--- src/rtl/proc_io_fl_pkg.sv ---
// proc_io_fl_pkg: shared sizing helpers and reset word for the processor I/O subsystem
package proc_io_fl_pkg;
  localparam int RST_WORD = 0;
  function automatic int nbw(int nbmant, int nbexpo);
    return nbmant + nbexpo + 1;
  endfunction
  function automatic int ptrw(int fdepth);
    return $clog2(fdepth) + 1;
  endfunction
endpackage

--- src/rtl/fifo_fl.sv ---
// fifo_fl: single-clock first-word-fall-through FIFO, extra pointer MSB distinguishes full from empty
module fifo_fl import proc_io_fl_pkg::*; #(
  parameter int NBDATA = 23,
  parameter int FDEPTH = 4
) (
  input  logic              clk,
  input  logic              rst,
  input  logic              push,
  input  logic [NBDATA-1:0] din,
  input  logic              pop,
  output logic [NBDATA-1:0] dout,
  output logic              full,
  output logic              empty
);
  localparam int PW = ptrw(FDEPTH);
  logic [PW-1:0] wp, rp;
  logic [NBDATA-1:0] mem [FDEPTH];
  logic do_push, do_pop;
  assign full = (wp[PW-1] != rp[PW-1]) && (wp[PW-2:0] == rp[PW-2:0]);
  assign empty = wp == rp;
  assign do_push = push && !full;
  assign do_pop = pop && !empty;
  assign dout = mem[rp[PW-2:0]];
  always_ff @(posedge clk or negedge rst)
    if (!rst) begin
      wp <= '0;
      rp <= '0;
    end else begin
      if (do_push) wp <= wp + 1'b1;
      if (do_pop) rp <= rp + 1'b1;
    end
  always_ff @(posedge clk)
    if (do_push) mem[wp[PW-2:0]] <= din;
endmodule

--- src/rtl/proc_io_fl.sv ---
// proc_io_fl: buffered input FIFOs and handshaked output registers for the proc_fl family.
// Define IO_STATUS_EN to build the sticky underflow/overflow flags.
module proc_io_fl import proc_io_fl_pkg::*; #(
  parameter int NBMANT = 16,
  parameter int NBEXPO = 6,
  parameter int NUIOIN = 8,
  parameter int NUIOOU = 8,
  parameter int FDEPTH = 4,
  localparam int NBW = nbw(NBMANT, NBEXPO),
  localparam int AIW = NUIOIN > 1 ? $clog2(NUIOIN) : 1,
  localparam int AOW = NUIOOU > 1 ? $clog2(NUIOOU) : 1
) (
  input  logic                  clk,
  input  logic                  rst,
  input  logic [AIW-1:0]        addr_in,
  input  logic                  req_in,
  output logic [NBW-1:0]        io_in,
  input  logic [AOW-1:0]        addr_out,
  input  logic                  out_en,
  input  logic [NBW-1:0]        io_out,
  input  logic [NUIOIN*NBW-1:0] in_data,
  input  logic [NUIOIN-1:0]     in_valid,
  output logic [NUIOIN-1:0]     in_ready,
  output logic [NUIOOU*NBW-1:0] out_data,
  output logic [NUIOOU-1:0]     out_valid,
  input  logic [NUIOOU-1:0]     out_ready,
  output logic [NUIOIN-1:0]     in_udf,
  output logic [NUIOOU-1:0]     ou_ovf,
  input  logic                  stat_clr
);
  logic [NBW-1:0] head [NUIOIN];
  logic [NBW-1:0] hold [NUIOIN];
  logic [NUIOIN-1:0] full, empty, push, pop, udf_ev;
  logic [NUIOOU-1:0] wr, ovf_ev;
  logic in_sel;
  assign in_sel = 32'(addr_in) < NUIOIN;
  assign in_ready = ~full;
  for (genvar k = 0; k < NUIOIN; k++) begin : g_in
    assign push[k] = in_valid[k] && !full[k];
    assign pop[k] = req_in && 32'(addr_in) == k && !empty[k];
    assign udf_ev[k] = req_in && 32'(addr_in) == k && empty[k];
    fifo_fl #(.NBDATA(NBW), .FDEPTH(FDEPTH)) u_fifo (
      .clk(clk), .rst(rst), .push(push[k]), .din(in_data[k*NBW +: NBW]),
      .pop(pop[k]), .dout(head[k]), .full(full[k]), .empty(empty[k])
    );
  end
  for (genvar j = 0; j < NUIOOU; j++) begin : g_ou
    assign wr[j] = out_en && 32'(addr_out) == j;
    assign ovf_ev[j] = wr[j] && out_valid[j] && !out_ready[j];
  end
  // An empty channel replays the last word the processor consumed from it
  always_comb begin
    io_in = NBW'(RST_WORD);
    if (in_sel) io_in = empty[addr_in] ? hold[addr_in] : head[addr_in];
  end
  always_ff @(posedge clk or negedge rst)
    if (!rst) begin
      for (int i = 0; i < NUIOIN; i++) hold[i] <= NBW'(RST_WORD);
    end else begin
      for (int i = 0; i < NUIOIN; i++) if (pop[i]) hold[i] <= head[i];
    end
  always_ff @(posedge clk or negedge rst)
    if (!rst) begin
      out_data <= '0;
      out_valid <= '0;
    end else begin
      for (int i = 0; i < NUIOOU; i++)
        if (wr[i]) begin
          out_data[i*NBW +: NBW] <= io_out;
          out_valid[i] <= 1'b1;
        end else if (out_ready[i]) out_valid[i] <= 1'b0;
    end
`ifdef IO_STATUS_EN
  always_ff @(posedge clk or negedge rst)
    if (!rst) begin
      in_udf <= '0;
      ou_ovf <= '0;
    end else begin
      in_udf <= (stat_clr ? '0 : in_udf) | udf_ev;
      ou_ovf <= (stat_clr ? '0 : ou_ovf) | ovf_ev;
    end
`else
  logic unused_stat;
  assign unused_stat = ^{stat_clr, udf_ev, ovf_ev};
  assign in_udf = '0;
  assign ou_ovf = '0;
`endif
endmodule

--- config.mk ---
export PLATFORM = sky130hd
export DESIGN_NAME = proc_io_fl
export DESIGN_NICKNAME = d
export VERILOG_FILES = /design/src/rtl/proc_io_fl_pkg.sv /design/src/rtl/fifo_fl.sv /design/src/rtl/proc_io_fl.sv
export SDC_FILE = /design/constraint.sdc
export NUM_CORES = 1
export LEC_CHECK = 0
export CAP_MARGIN = 20
export CORE_ASPECT_RATIO = 1.2
export CORE_MARGIN = 2
export CORE_UTILIZATION = 30
export DETAILED_ROUTE_END_ITERATION = 16
export SLEW_MARGIN = 20
export SYNTH_ARGS = -nofsm -noshare
export SYNTH_HDL_FRONTEND = slang
export SYNTH_HIERARCHICAL = 1
export SYNTH_SLANG_ARGS = --single-unit
--- constraint.sdc ---
create_clock -name clk -period 3.5 [get_ports clk]
set_clock_uncertainty 0.15 [all_clocks]
set_input_delay 0.525 -clock clk [delete_from_list [all_inputs] [get_ports clk]]
set_output_delay 0.525 -clock clk [all_outputs]
set_load 0.01 [all_outputs]
==> summary.txt, run 1 <==
Setup path
  – Crit path from: g_in[1].u_fifo/rp[0]
  – CP Launch Type: register
  – Launching point of the worst reg2reg path: g_in[3].u_fifo/rp[1]
  – CP bufs+invs: 3
  – Critical Path RT: 2.82 ns
  – Worst path depth: 8
  – Worst Reg-to-Reg Cells: 8
  – Critical path peak fanout: 10
  – CP max stage cell: mux4_2
  – Crit path kind: register to output pin
  – Arr. time, crit path: 2.97 ns
  – CP Capture Type: output pin
  – Max incr delay on CP: 0.62 ns
  – Crit-path cells: buf_12 -> buf_16 -> mux4_2 -> mux2i_2 -> a22oi_1 -> nand2_1 -> o21ai_4 -> buf_2
  – CP top delay family: multiplexers

Synthesis
  – Unique masters post-synth: 47
  – Mapped Avg Cell Area: 18.2 µm²
  – Post-synthesis adder-cell area fraction: 0.0103
  – Main flop type after synthesis: edfxtp_1
  – Register area share after synthesis: 0.675
  – Fraction of registers with async set/reset: 0.366
  – Synth Area in Compound Gates: 0.0312
  – Multiplexer share of the synthesized area: 0.210
  – EDFF count, synth: 736
  – Seq cells post-synth: 1160
  – Post-Synth Simple-Gate Area: 0.0314
  – Cells after Synth: 2664
  – Largest family of logic cells by synthesized area: multiplexers
  – Synth Cell Area: 48400 µm²
  – YS warnings: 6
  – Synth Area in XOR/XNOR: 0.0167

Place
  – Hpwl dp: 98800 µm
  – Port Buf Inserts: 455
  – Placed cell area: 56800 µm²
  – Routability cong.: 0.880
  – Placed Instances: 5326

Layout
  – Most common cell after layout, fill and taps aside: edfxtp_1
  – Non-Filler Instances: 5592
  – # nets final: 3642
  – FF/Latch Area: 32700 µm²
  – Area of the multi-input gates: 15400 µm²
  – Layout cell share with drive strength beyond 1: 0.353
  – Synthesis-to-layout area growth: 28.0%
  – Post-Layout Inst Area: 62000 µm²
  – Most frequent cells in the layout: 736 x edfxtp_1, 430 x clkdlybuf4s50_1, 416 x dfrtp_1
  – Fillers: 14800

Global routing
  – Largest net degree at the start of global routing: 79
  – Vias in the first global route: 27400
  – Initial antenna violation count: 52
  – Gr ovfl total: 0
  – GRT Total Usage: 0.163
  – First-pass GRT wire length: 196000 µm

Power and ir drop
  – Clock power share: 0.226
  – Combinational power share: 0.405
  – Sw Pwr: 18400 µW
  – Internal: 34900 µW
  – Lkg Pwr: 0.0226 µW
  – Worst ir drop on vdd: 0.651 mV
  – Pwr Total: 53300 µW
  – P per Cell Area: 860 nW/µm²
  – Share of power burned in registers: 0.369
  – Switch share: 0.345

Detailed routing
  – Met3 WL: 9940 µm
  – Drt wl/cell: 24.4 µm
  – Routed vias/inst: 4.83
  – Routed WL: 137000 µm
  – DR pass1 iterations: 6
  – DRT antenna net count: 0
  – Top sig layer: met5
  – Routed via count: 27000
  – Met2 WL post-DR: 66500 µm
  – DR iter-0 viols: 1793
  – DRC violations left: 0
  – Met1 WL: 55300 µm

Floorplanning
  – Initial Util: 0.302
  – Die Span X: 371 µm
  – Top Ports: 473
  – Die Ht: 444 µm
  – Core box area: 160000 µm²
  – Total die area: 165000 µm²
  – Standard-cell row count: 161

Timing
  – Final setup viols: 23
  – RSZ-0062 raised after global routing: yes
  – Slew Limit Fails: 0
  – Worst Tran Pin Value: 0.844 ns
  – Final Cycle Share: 1.04
  – Shortest period the worst path allows: 3.65 ns
  – Final worst slack: -0.148 ns
  – Highest Clock Rate: 0.274 GHz
  – Hold WS: 0.188 ns
  – Final Hold Vio Count: 0
  – Slew headroom: 0.437

Run status
  – Violated checks: negative setup slack
  – Outcome: finished, violations left

Clock tree
  – Total clock buffers created by CTS: 116
  – CTS max path bufs: 3
  – CTS tree: done
  – Worst-skew pair later-pin latency: 0.77 ns
  – # clock sinks: 1160
  – H-tree Lvls: 3
  – Root Buffer: clkbuf_16
  – CTS clk-pin slew, worst paths: 0.06 ns

Worst hold path
  – WHS Path Cells: 3
  – Hold Crit Start: out_ready[1]
  – Hold Crit Class: primary input to register

Job
  – Max-cap violations: 0
per-stage QoR:
stage / worst slack, ns / utilization / setup TNS (ns)
floorplan: 0.738 / - / 0
detailed placement: -0.338 / 0.354 / -6.76
global placement: -0.291 / 0.354 / -6.18
finish: -0.148 / 0.387 / -2.09
global route: -0.231 / 0.387 / -4.58
CTS: -0.194 / 0.385 / -3.74
what timing repair did:
action                                  CTS  global route
hold buffers                              1             0
pin swaps                                22             7
endpoints found under the setup margin   25            24
gates cloned                              7             2
gates resized for setup                 280            25
endpoints found under the hold margin    62             0
setup buffers                            27            13
power by group through the flow:
| stage | clock network (µW) | logic [µW] | registers (µW) |
|---|---|---|---|
| after CTS | 12400 | 21400 | 19700 |
| after global routing | 12900 | 22800 | 20100 |
| after floorplan | 0 | 10300 | 20000 |
| final | 12000 | 21600 | 19700 |
| after detailed placement | 0 | 19700 | 19900 |
| after global placement | 0 | 19600 | 19800 |
worst paths after layout:
| check | end | slack, ns |
|---|---|---|
| setup / recovery | io_in[3] | -0.15 |
| hold / removal | out_valid[1] | 0.19 |
| setup reg to reg | g_in[3].u_fifo/mem[3][17] | 0.63 |
| hold reg to reg | out_valid[1] | 0.33 |
| max in group asynchronous | g_in[0].u_fifo/rp[0] | 1.98 |
| min in group asynchronous | out_data[18] | 0.24 |
synthesized netlist by cell type, types with 3 or more instances:
library cell / number / area share
a211oi_2: 16 / 0.0041
a21boi_1: 8 / 0.0012
a21o_1: 4 / 0.00062
a21oi_1: 32 / 0.0033
a22oi_1: 46 / 0.0071
a31oi_2: 8 / 0.0021
and3_1: 24 / 0.0031
buf_2: 53 / 0.0055
buf_4: 66 / 0.010
buf_6: 16 / 0.0037
clkbuf_1: 18 / 0.0014
dfrtp_1: 424 / 0.22
edfxtp_1: 736 / 0.46
ha_1: 40 / 0.010
inv_1: 48 / 0.0037
mux2_2: 367 / 0.085
mux2i_1: 186 / 0.038
mux4_2: 184 / 0.086
nand2_1: 48 / 0.0037
nand2b_1: 20 / 0.0026
nand3_2: 8 / 0.0017
nor2b_1: 12 / 0.0016
nor3_1: 108 / 0.011
nor3_2: 3 / 0.00062
nor3_4: 7 / 0.0024
nor4_1: 23 / 0.0030
o21ai_0: 15 / 0.0016
o21ai_1: 12 / 0.0012
o31ai_1: 8 / 0.0012
o31ai_2: 32 / 0.0083
xnor2_1: 32 / 0.0058
xnor2_2: 8 / 0.0027
xor2_1: 16 / 0.0029
xor2_2: 16 / 0.0054
state kept, by name, summed over array words and instances, names as in the netlist:
name / cells
out_valid: 8
g_in.u_fifo/rp: 24
out_data: 184
g_in.u_fifo/wp: 24
hold: 184
g_in.u_fifo/mem: 736
cell families after synthesis:
group	after synthesis
flops	1160
mux	740
simple gates	265
buf+inv	203
compound gates	183
xor+xnor	72
fa+ha+maj	40
other cells	1
tightest hold or removal path: cells and delay by family:
| family | cells | cell delay (ns) |
|---|---|---|
| buffers and inverters | 2 | 0.45 |
| AOI/OAI and AO/OA | 1 | 0.09 |
metal layers:
| metal | vias to the layer above | global-route usage |
|---|---|---|
| met3 | 260 | 0.0449 |
| met2 | 865 | 0.271 |
| met4 | 52 | 0.0535 |
| met5 | - | 0 |
| met1 | 14000 | 0.203 |
| li1 | 11800 | - |
layout make-up:
class                   count  share of cell area
clock inverters            59             0.00847
clock buffers             159              0.0512
flip-flops and latches   1160               0.528
multi-input cells        1316               0.248
well taps                2119              0.0428
diodes                      5            0.000202
inverters                  48             0.00291
repair buffers            726               0.119
(Power assumes the default switching activity.)
==> run 2, diff against run 1 <==
Settings changed: CORE_MARGIN 2 to 4.
==> run 2 against run 1 <==
The run still ends with negative setup slack left. Combinational power rose by 4%. Die area is 2.0% higher. Sequential share of layout area fell by 0.74 points. Power rose by 2.5%. Sequential power is essentially flat. Register-to-register slack better by 0.04 ns. Via count increased by 0.79%. Fmax is 0.84% higher. Hold slack gained 0.029 ns. Non-clock buffer count is 17 higher. Utilization up 0.51 points. Critical path depth rose by 2. Largest power group unchanged. Highest routed layer unchanged.
==> summary.txt, run 2 (synthesis gave the netlist of run 1 again) <==
Timing
  – Highest Clock Rate: 0.276 GHz (was 0.274 GHz)
  – Shortest period the worst path allows: 3.62 ns (was 3.65 ns)
  – Final setup viols: 22 (was 23)
  – Final Hold Vio Count: 0 (unchanged)
  – Sum of negative setup slack: -1.16 ns (was -2.09 ns)
  – RSZ-0062 raised after global routing: yes (unchanged)
  – Slew headroom: 0.535 (was 0.437)
  – Worst Tran Pin Value: 0.698 ns (was 0.844 ns)
  – Final worst slack: -0.117 ns (was -0.148 ns)
  – Slew Limit Fails: 0 (unchanged)
  – Final Cycle Share: 1.03 (was 1.04)

Power and ir drop
  – Share of power burned in registers: 0.362 (was 0.369)
  – Switch share: 0.345 (about the same)
  – Internal: 35800 µW (was 34900 µW)
  – Sw Pwr: 18900 µW (was 18400 µW)
  – Pwr Total: 54700 µW (was 53300 µW)
  – Combinational power share: 0.410 (was 0.405)
  – Lkg Pwr: 0.0228 µW (was 0.0226 µW)
  – Clock power share: 0.228 (was 0.226)
  – Worst ir drop on vdd: 0.537 mV (was 0.651 mV)
  – P per Cell Area: 869 nW/µm² (was 860 nW/µm²)

Layout
  – Synthesis-to-layout area growth: 29.9% (was 28.0%)
  – Area of the multi-input gates: 15900 µm² (was 15400 µm²)
  – Layout cell share with drive strength beyond 1: 0.380 (was 0.353)
  – FF/Latch Area: 32700 µm² (about the same)
  – Fillers: 14800 (about the same)
  – Max reg flops: 736 (unchanged)
  – Most common cell after layout, fill and taps aside: edfxtp_1 (unchanged)
  – Most frequent cells in the layout: 736 x edfxtp_1, 430 x clkdlybuf4s50_1, 408 x dfrtp_1 (was 736 x edfxtp_1, 430 x clkdlybuf4s50_1, 416 x dfrtp_1)
  – # nets final: 3659 (was 3642)

Detailed routing
  – Routed WL: 138000 µm (was 137000 µm)
  – Routed via count: 27200 (was 27000)
  – DRC violations left: 0 (unchanged)
  – Drt wl/cell: 24.5 µm (was 24.4 µm)
  – DRT antenna net count: 0 (unchanged)
  – DR pass1 iterations: 6 (unchanged)
  – DR iter-0 viols: 1796 (was 1793)
  – Routed vias/inst: 4.85 (was 4.83)

Setup path
  – Critical Path RT: 2.82 ns (about the same)
  – Critical path peak fanout: 5 (was 10)
  – Launching point of the worst reg2reg path: g_in[1].u_fifo/rp[0] (was g_in[3].u_fifo/rp[1])
  – CP Capture Type: output pin (unchanged)
  – Worst Reg-to-Reg Cells: 10 (was 8)
  – Crit path kind: register to output pin (unchanged)
  – Crit path from: g_in[3].u_fifo/rp[0] (was g_in[1].u_fifo/rp[0])
  – Arr. time, crit path: 2.94 ns (was 2.97 ns)
  – CP Launch Type: register (unchanged)

Global routing
  – First-pass GRT wire length: 199000 µm (was 196000 µm)
  – Initial antenna violation count: 38 (was 52)
  – Largest net degree at the start of global routing: 78 (was 79)
  – GRT Total Usage: 0.161 (was 0.163)
  – Gr ovfl total: 0 (unchanged)
  – Vias in the first global route: 27700 (was 27400)

Floorplanning
  – Top Ports: 473 (unchanged)
  – Die Ht: 448 µm (was 444 µm)
  – Core box area: 161000 µm² (was 160000 µm²)
  – Die Span X: 375 µm (was 371 µm)
  – Standard-cell row count: 161 (unchanged)
  – Initial Util: 0.302 (about the same)
  – Total die area: 168000 µm² (was 165000 µm²)

Place
  – Routability cong.: 0.877 (was 0.880)
  – Hpwl dp: 98900 µm (was 98800 µm)
  – Port Buf Inserts: 455 (unchanged)

Clock tree
  – CTS tree: done (unchanged)
  – Total clock buffers created by CTS: 116 (unchanged)
  – CTS max path bufs: 3 (unchanged)
  – Worst-skew pair later-pin latency: 0.74 ns (was 0.77 ns)
  – Root Buffer: clkbuf_16 (unchanged)
  – CTS clk-pin slew, worst paths: 0.06 ns (about the same)
  – # clock sinks: 1160 (unchanged)
  – H-tree Lvls: 3 (unchanged)

Run status
  – Outcome: finished, violations left (unchanged)
  – Violated checks: negative setup slack (unchanged)

Worst hold path
  – WHS Path Cells: 3 (unchanged)
  – Hold Crit Class: primary input to register (unchanged)
  – Hold Crit Start: out_ready[0] (was out_ready[1])

Job
  – Max-cap violations: 0 (unchanged)
run 2: area by class of cell:
type	count	share of cell area
Multi-Input combinational cell	1316	0.252
Sequential cell	1160	0.520
Clock buffer	147	0.0511
Inverter	48	0.00290
Clock inverter	73	0.0106
Tap cell	2119	0.0421
Antenna cell	7	0.000278
Timing Repair Buffer	743	0.120
run 2: timing repair:
item / in CTS / in global routing
gates resized for setup: 349 / 79
hold endpoints to repair: 62 / 0
hold buffers: 1 / 0
buffers inserted: 40 / 20
gates cloned: 9 / 4
pin swaps: 49 / 36
setup endpoints to repair: 25 / 26
run 2: final timing paths:
kind / endpoint / slack [ns]
worst max-delay path: io_in[22] / -0.12
worst min-delay path: out_valid[0] / 0.22
worst max register to register: g_in[1].u_fifo/mem[3][1] / 0.67
worst min register to register: out_valid[4] / 0.33
max in group asynchronous: g_in[7].u_fifo/rp[0] / 1.92
min in group asynchronous: out_data[62] / 0.23
run 2: metrics by stage:
stage | instances | cell area, µm² | worst slack (ns) | hold slack, ns | utilization
floorplan | 2679 | 48500 | 0.738 | 0.0794 | -
global placement | 5335 | 56900 | -0.624 | 0.312 | 0.354
detailed placement | 5335 | 56900 | -0.657 | 0.318 | 0.354
CTS | 5595 | 62400 | -0.218 | 0.136 | 0.388
global route | 5607 | 62900 | -0.244 | 0.173 | 0.392
finish | 5613 | 62900 | -0.117 | 0.217 | 0.392
run 2: critical path, stage by stage (launching register included):
cell and delay (ns):
dfrtp_2 0.43, xor2_2 0.20, nor3_4 0.35, mux2i_4 0.16, a22o_1 0.29, nor2_4 0.20
buf_12 0.15, buf_6 0.10, o21ai_2 0.05, buf_6 0.15, buf_6 0.12
run 2: power by group through the flow:
stage / Sequential, µW / Clock, µW / Combinational, µW
floorplan: 20000 / 0 / 10300
global route: 20100 / 13400 / 23700
finish: 19800 / 12500 / 22400
global placement: 19800 / 0 / 19600
CTS: 19800 / 12900 / 22000
detailed placement: 20000 / 0 / 19700
run 2: per-layer routing:
layer | share of wire | GRT usage | vias up | wire, µm
met1 | 0.41 | 0.204 | 14300 | 56000
met2 | 0.49 | 0.273 | 871 | 67800
li1 | - | - | 11800 | -
met3 | 0.070 | 0.0406 | 227 | 9660
met5 | 0.0012 | 0 | - | 170
met4 | 0.028 | 0.0469 | 26 | 3890
==> run 3, diff against run 2 <==
Settings changed: SYNTH_HIERARCHICAL 1 to not set.
==> run 3 against run 2 <==
The run still ends with negative setup slack left. Flip-flop and latch count did not move. First-iteration DRC count fell by 12%. Clock power barely moved. Largest cell class unchanged. Register-to-register slack improved by 0.50 ns.
==> summary.txt, run 3 <==
Run status
  – Outcome: finished, violations left (unchanged)
  – Violated checks: negative setup slack (unchanged)

Place
  – Hpwl dp: 95900 µm (was 98900 µm)
  – Routability cong.: 0.855 (was 0.877)
  – Port Buf Inserts: 455 (unchanged)
  – Placed cell area: 54000 µm² (was 56900 µm²)
  – Place WS: 0.0714 ns (was -0.657 ns)

Synthesis
  – Fraction of registers with async set/reset: 0.366 (unchanged)
  – Synth area leaders: edfxtp_1 48%, dfrtp_1 23%, mux4_2 10%, mux2_2 9.0%, mux4_1 1.4% (was edfxtp_1 46%, dfrtp_1 22%, mux4_2 8.6%, mux2_2 8.5%, mux2i_1 3.8%)
  – Area share of the largest cell type after synthesis: 0.477 (was 0.456)
  – Synth Area in Compound Gates: 0.0212 (was 0.0312)
  – Post-synthesis adder-cell area fraction: 0.0108 (was 0.0103)
  – Main flop type after synthesis: edfxtp_1 (unchanged)
  – Most frequent cell after synthesis: edfxtp_1 (unchanged)
  – Largest family of logic cells by synthesized area: multiplexers (unchanged)
  – Cells after Synth: 2312 (was 2664)
  – Register area share after synthesis: 0.706 (was 0.675)
  – Leading area contributor after synthesis: edfxtp_1 (unchanged)
  – Synth Area in XOR/XNOR: 0.0107 (was 0.0167)
  – EDFF count, synth: 736 (unchanged)
  – Seq cells post-synth: 1160 (unchanged)
  – Synth Cell Area: 46300 µm² (was 48400 µm²)
  – Unique masters post-synth: 45 (was 47)
  – Multiplexer share of the synthesized area: 0.215 (was 0.210)
  – YS warnings: 0 (was 6)
  – Post-Synth Simple-Gate Area: 0.0179 (was 0.0314)
  – Mapped Avg Cell Area: 20.0 µm² (was 18.2 µm²)
  – Synth top cells by count: 736 x edfxtp_1, 424 x dfrtp_1, 370 x mux2_2 (was 736 x edfxtp_1, 424 x dfrtp_1, 367 x mux2_2)

Layout
  – Post-Layout Inst Area: 58300 µm² (was 62900 µm²)
  – Area of the multi-input gates: 13000 µm² (was 15900 µm²)
  – Synthesis-to-layout area growth: 25.8% (was 29.9%)
  – Most common cell after layout, fill and taps aside: edfxtp_1 (unchanged)
  – Most frequent cells in the layout: 736 x edfxtp_1, 428 x clkdlybuf4s50_1, 421 x dfrtp_1 (was 736 x edfxtp_1, 430 x clkdlybuf4s50_1, 408 x dfrtp_1)
  – Layout cell share with drive strength beyond 1: 0.337 (was 0.380)
  – Fillers: 14000 (was 14800)
  – FF/Latch Area: 32700 µm² (about the same)
  – Max reg flops: 736 (unchanged)
  – # nets final: 3197 (was 3659)

Global routing
  – Largest net degree at the start of global routing: 81 (was 78)
  – Initial antenna violation count: 56 (was 38)
  – GRT Total Usage: 0.158 (was 0.161)
  – Gr ovfl total: 0 (unchanged)
  – Vias in the first global route: 24800 (was 27700)
  – First-pass GRT wire length: 185000 µm (was 199000 µm)

Detailed routing
  – Drt wl/cell: 25.8 µm (was 24.5 µm)
  – DRC violations left: 0 (unchanged)
  – Routed via count: 24300 (was 27200)
  – DRT antenna net count: 0 (unchanged)
  – DR iter-0 viols: 1577 (was 1796)
  – Routed vias/inst: 4.84 (was 4.85)
  – Routed WL: 130000 µm (was 138000 µm)
  – DR pass1 iterations: 5 (was 6)

Clock tree
  – Root Buffer: clkbuf_16 (unchanged)
  – # clock sinks: 1160 (unchanged)
  – CTS tree: done (unchanged)
  – CTS max path bufs: 3 (unchanged)
  – Total clock buffers created by CTS: 115 (was 116)
  – CTS clk-pin slew, worst paths: 0.07 ns (was 0.06 ns)
  – Worst-skew pair later-pin latency: 0.72 ns (was 0.74 ns)
  – H-tree Lvls: 3 (unchanged)

Timing
  – RSZ-0062 raised after global routing: yes (unchanged)
  – Slew headroom: 0.491 (was 0.535)
  – Final setup viols: 23 (was 22)
  – Final worst slack: -0.207 ns (was -0.117 ns)
  – Worst Tran Pin Value: 0.763 ns (was 0.698 ns)
  – Final Cycle Share: 1.06 (was 1.03)
  – Slew Limit Fails: 0 (unchanged)
  – Final Hold Vio Count: 0 (unchanged)
  – Shortest period the worst path allows: 3.71 ns (was 3.62 ns)
  – Highest Clock Rate: 0.270 GHz (was 0.276 GHz)

Setup path
  – Critical Path RT: 2.82 ns (about the same)
  – Arr. time, crit path: 3.03 ns (was 2.94 ns)
  – CP Capture Type: output pin (unchanged)
  – CP Launch Type: register (unchanged)
  – Crit path from: g_in[4].u_fifo.rp[0] (was g_in[3].u_fifo/rp[0])
  – Critical path peak fanout: 8 (was 5)
  – Launching point of the worst reg2reg path: g_in[6].u_fifo.rp[0] (was g_in[1].u_fifo/rp[0])
  – Crit path kind: register to output pin (unchanged)

Floorplanning
  – Top Ports: 473 (unchanged)
  – Die Span X: 367 µm (was 375 µm)
  – Die Ht: 439 µm (was 448 µm)
  – Core box area: 153000 µm² (was 161000 µm²)
  – Total die area: 161000 µm² (was 168000 µm²)
  – Standard-cell row count: 157 (was 161)
  – Initial Util: 0.303 (was 0.302)

Power and ir drop
  – Lkg Pwr: 0.0211 µW (was 0.0228 µW)
  – Worst ir drop on vdd: 0.487 mV (was 0.537 mV)
  – P per Cell Area: 838 nW/µm² (was 869 nW/µm²)

Job
  – Max-cap violations: 0 (unchanged)

Worst hold path
  – Hold Crit Class: primary input to async pin (was primary input to register)
## run 3: changes by cell type in the layout (fill, tap and decap cells not counted), moves of 30 or more
cell / previous run / this run
a21oi_1: 32 / 0
mux2i_1: 134 / 41
and3_1: 24 / 54
mux4_2: 184 / 226
o31ai_2: 32 / 0
buf_4: 205 / 128
nor3_1: 80 / 0
## run 3: timing repair
item,CTS,global route
endpoints found under the hold margin,62,0
buffers inserted,16,4
pin swaps,46,11
endpoints found under the setup margin,23,23
gates resized for setup,175,13
cloned,3,0
hold buffers,1,0
## run 3: worst max-delay path: stages, from the launching register on
cell	delay, ns
dfrtp_2	0.41
buf_6	0.13
buf_12	0.14
buf_12	0.13
mux4_2	0.44
a22o_4	0.29
a221oi_2	0.18
and3_1	0.20
mux2i_1	0.08
buf_4	0.17
buf_6	0.12
## run 3: worst paths after layout
check                                            end  slack [ns]  cells past startpoint
min reg2reg                             out_valid[4]        0.33                      1
min                                    out_data[157]        0.20                      2
min in group clk                        out_valid[0]        0.23                      3
max in group asynchronous       g_in[4].u_fifo.rp[0]        2.00                      3
max reg2reg                g_in[6].u_fifo.mem[0][22]        1.17                      5
max                                         io_in[8]       -0.21                     10
## run 3: area by class of cell
class,instances,share of cell area
sequential,1160,0.561
multi-input combinational,1003,0.223
timing repair buffer,618,0.106
clock buffer,143,0.0522
tap,1987,0.0426
clock inverter,76,0.0133
inverter,25,0.00161
antenna,8,0.000343
## run 3: report_power, final
group	internal [µW]	switching, µW	total (µW)
sequential	18600	1500	20100
clock	7020	5370	12400
combinational	7690	8730	16400
total	33300	15600	48900
## run 3: cells by family (layout without fill, tap and decap cells)
kind of cell / Yosys count / after routing
AOI/OAI and AO/OA: 112 / 112
buffers and inverters: 164 / 862
muxes: 652 / 652
xor gates and xnor gates: 56 / 56
other: 1 / 24
and+or+nand+nor: 127 / 127
DFF: 1160 / 1160
adders and majority gates: 40 / 40
## run 3: stage by stage
step / hold slack (ns) / TNS [ns] / util / power [µW] / std cells
after floorplan: 0.0794 / 0 / - / 28400 / 2327
after global placement: 0.312 / 0 / 0.353 / 35900 / 4775
after detailed placement: 0.318 / 0 / 0.353 / 36200 / 4775
after CTS: 0.158 / -4.53 / 0.381 / 49400 / 5010
after global routing: 0.206 / -5.80 / 0.381 / 51100 / 5013
final: 0.202 / -3.19 / 0.381 / 48900 / 5020
## run 3: metal layers
| layer | routed length (µm) | vias up | GRT usage |
|---|---|---|---|
| met5 | 242 | - | 0 |
| met4 | 3560 | 36 | 0.0425 |
| met3 | 9930 | 213 | 0.0432 |
| met2 | 63100 | 846 | 0.266 |
| met1 | 52900 | 12800 | 0.202 |
| li1 | - | 10400 | - |
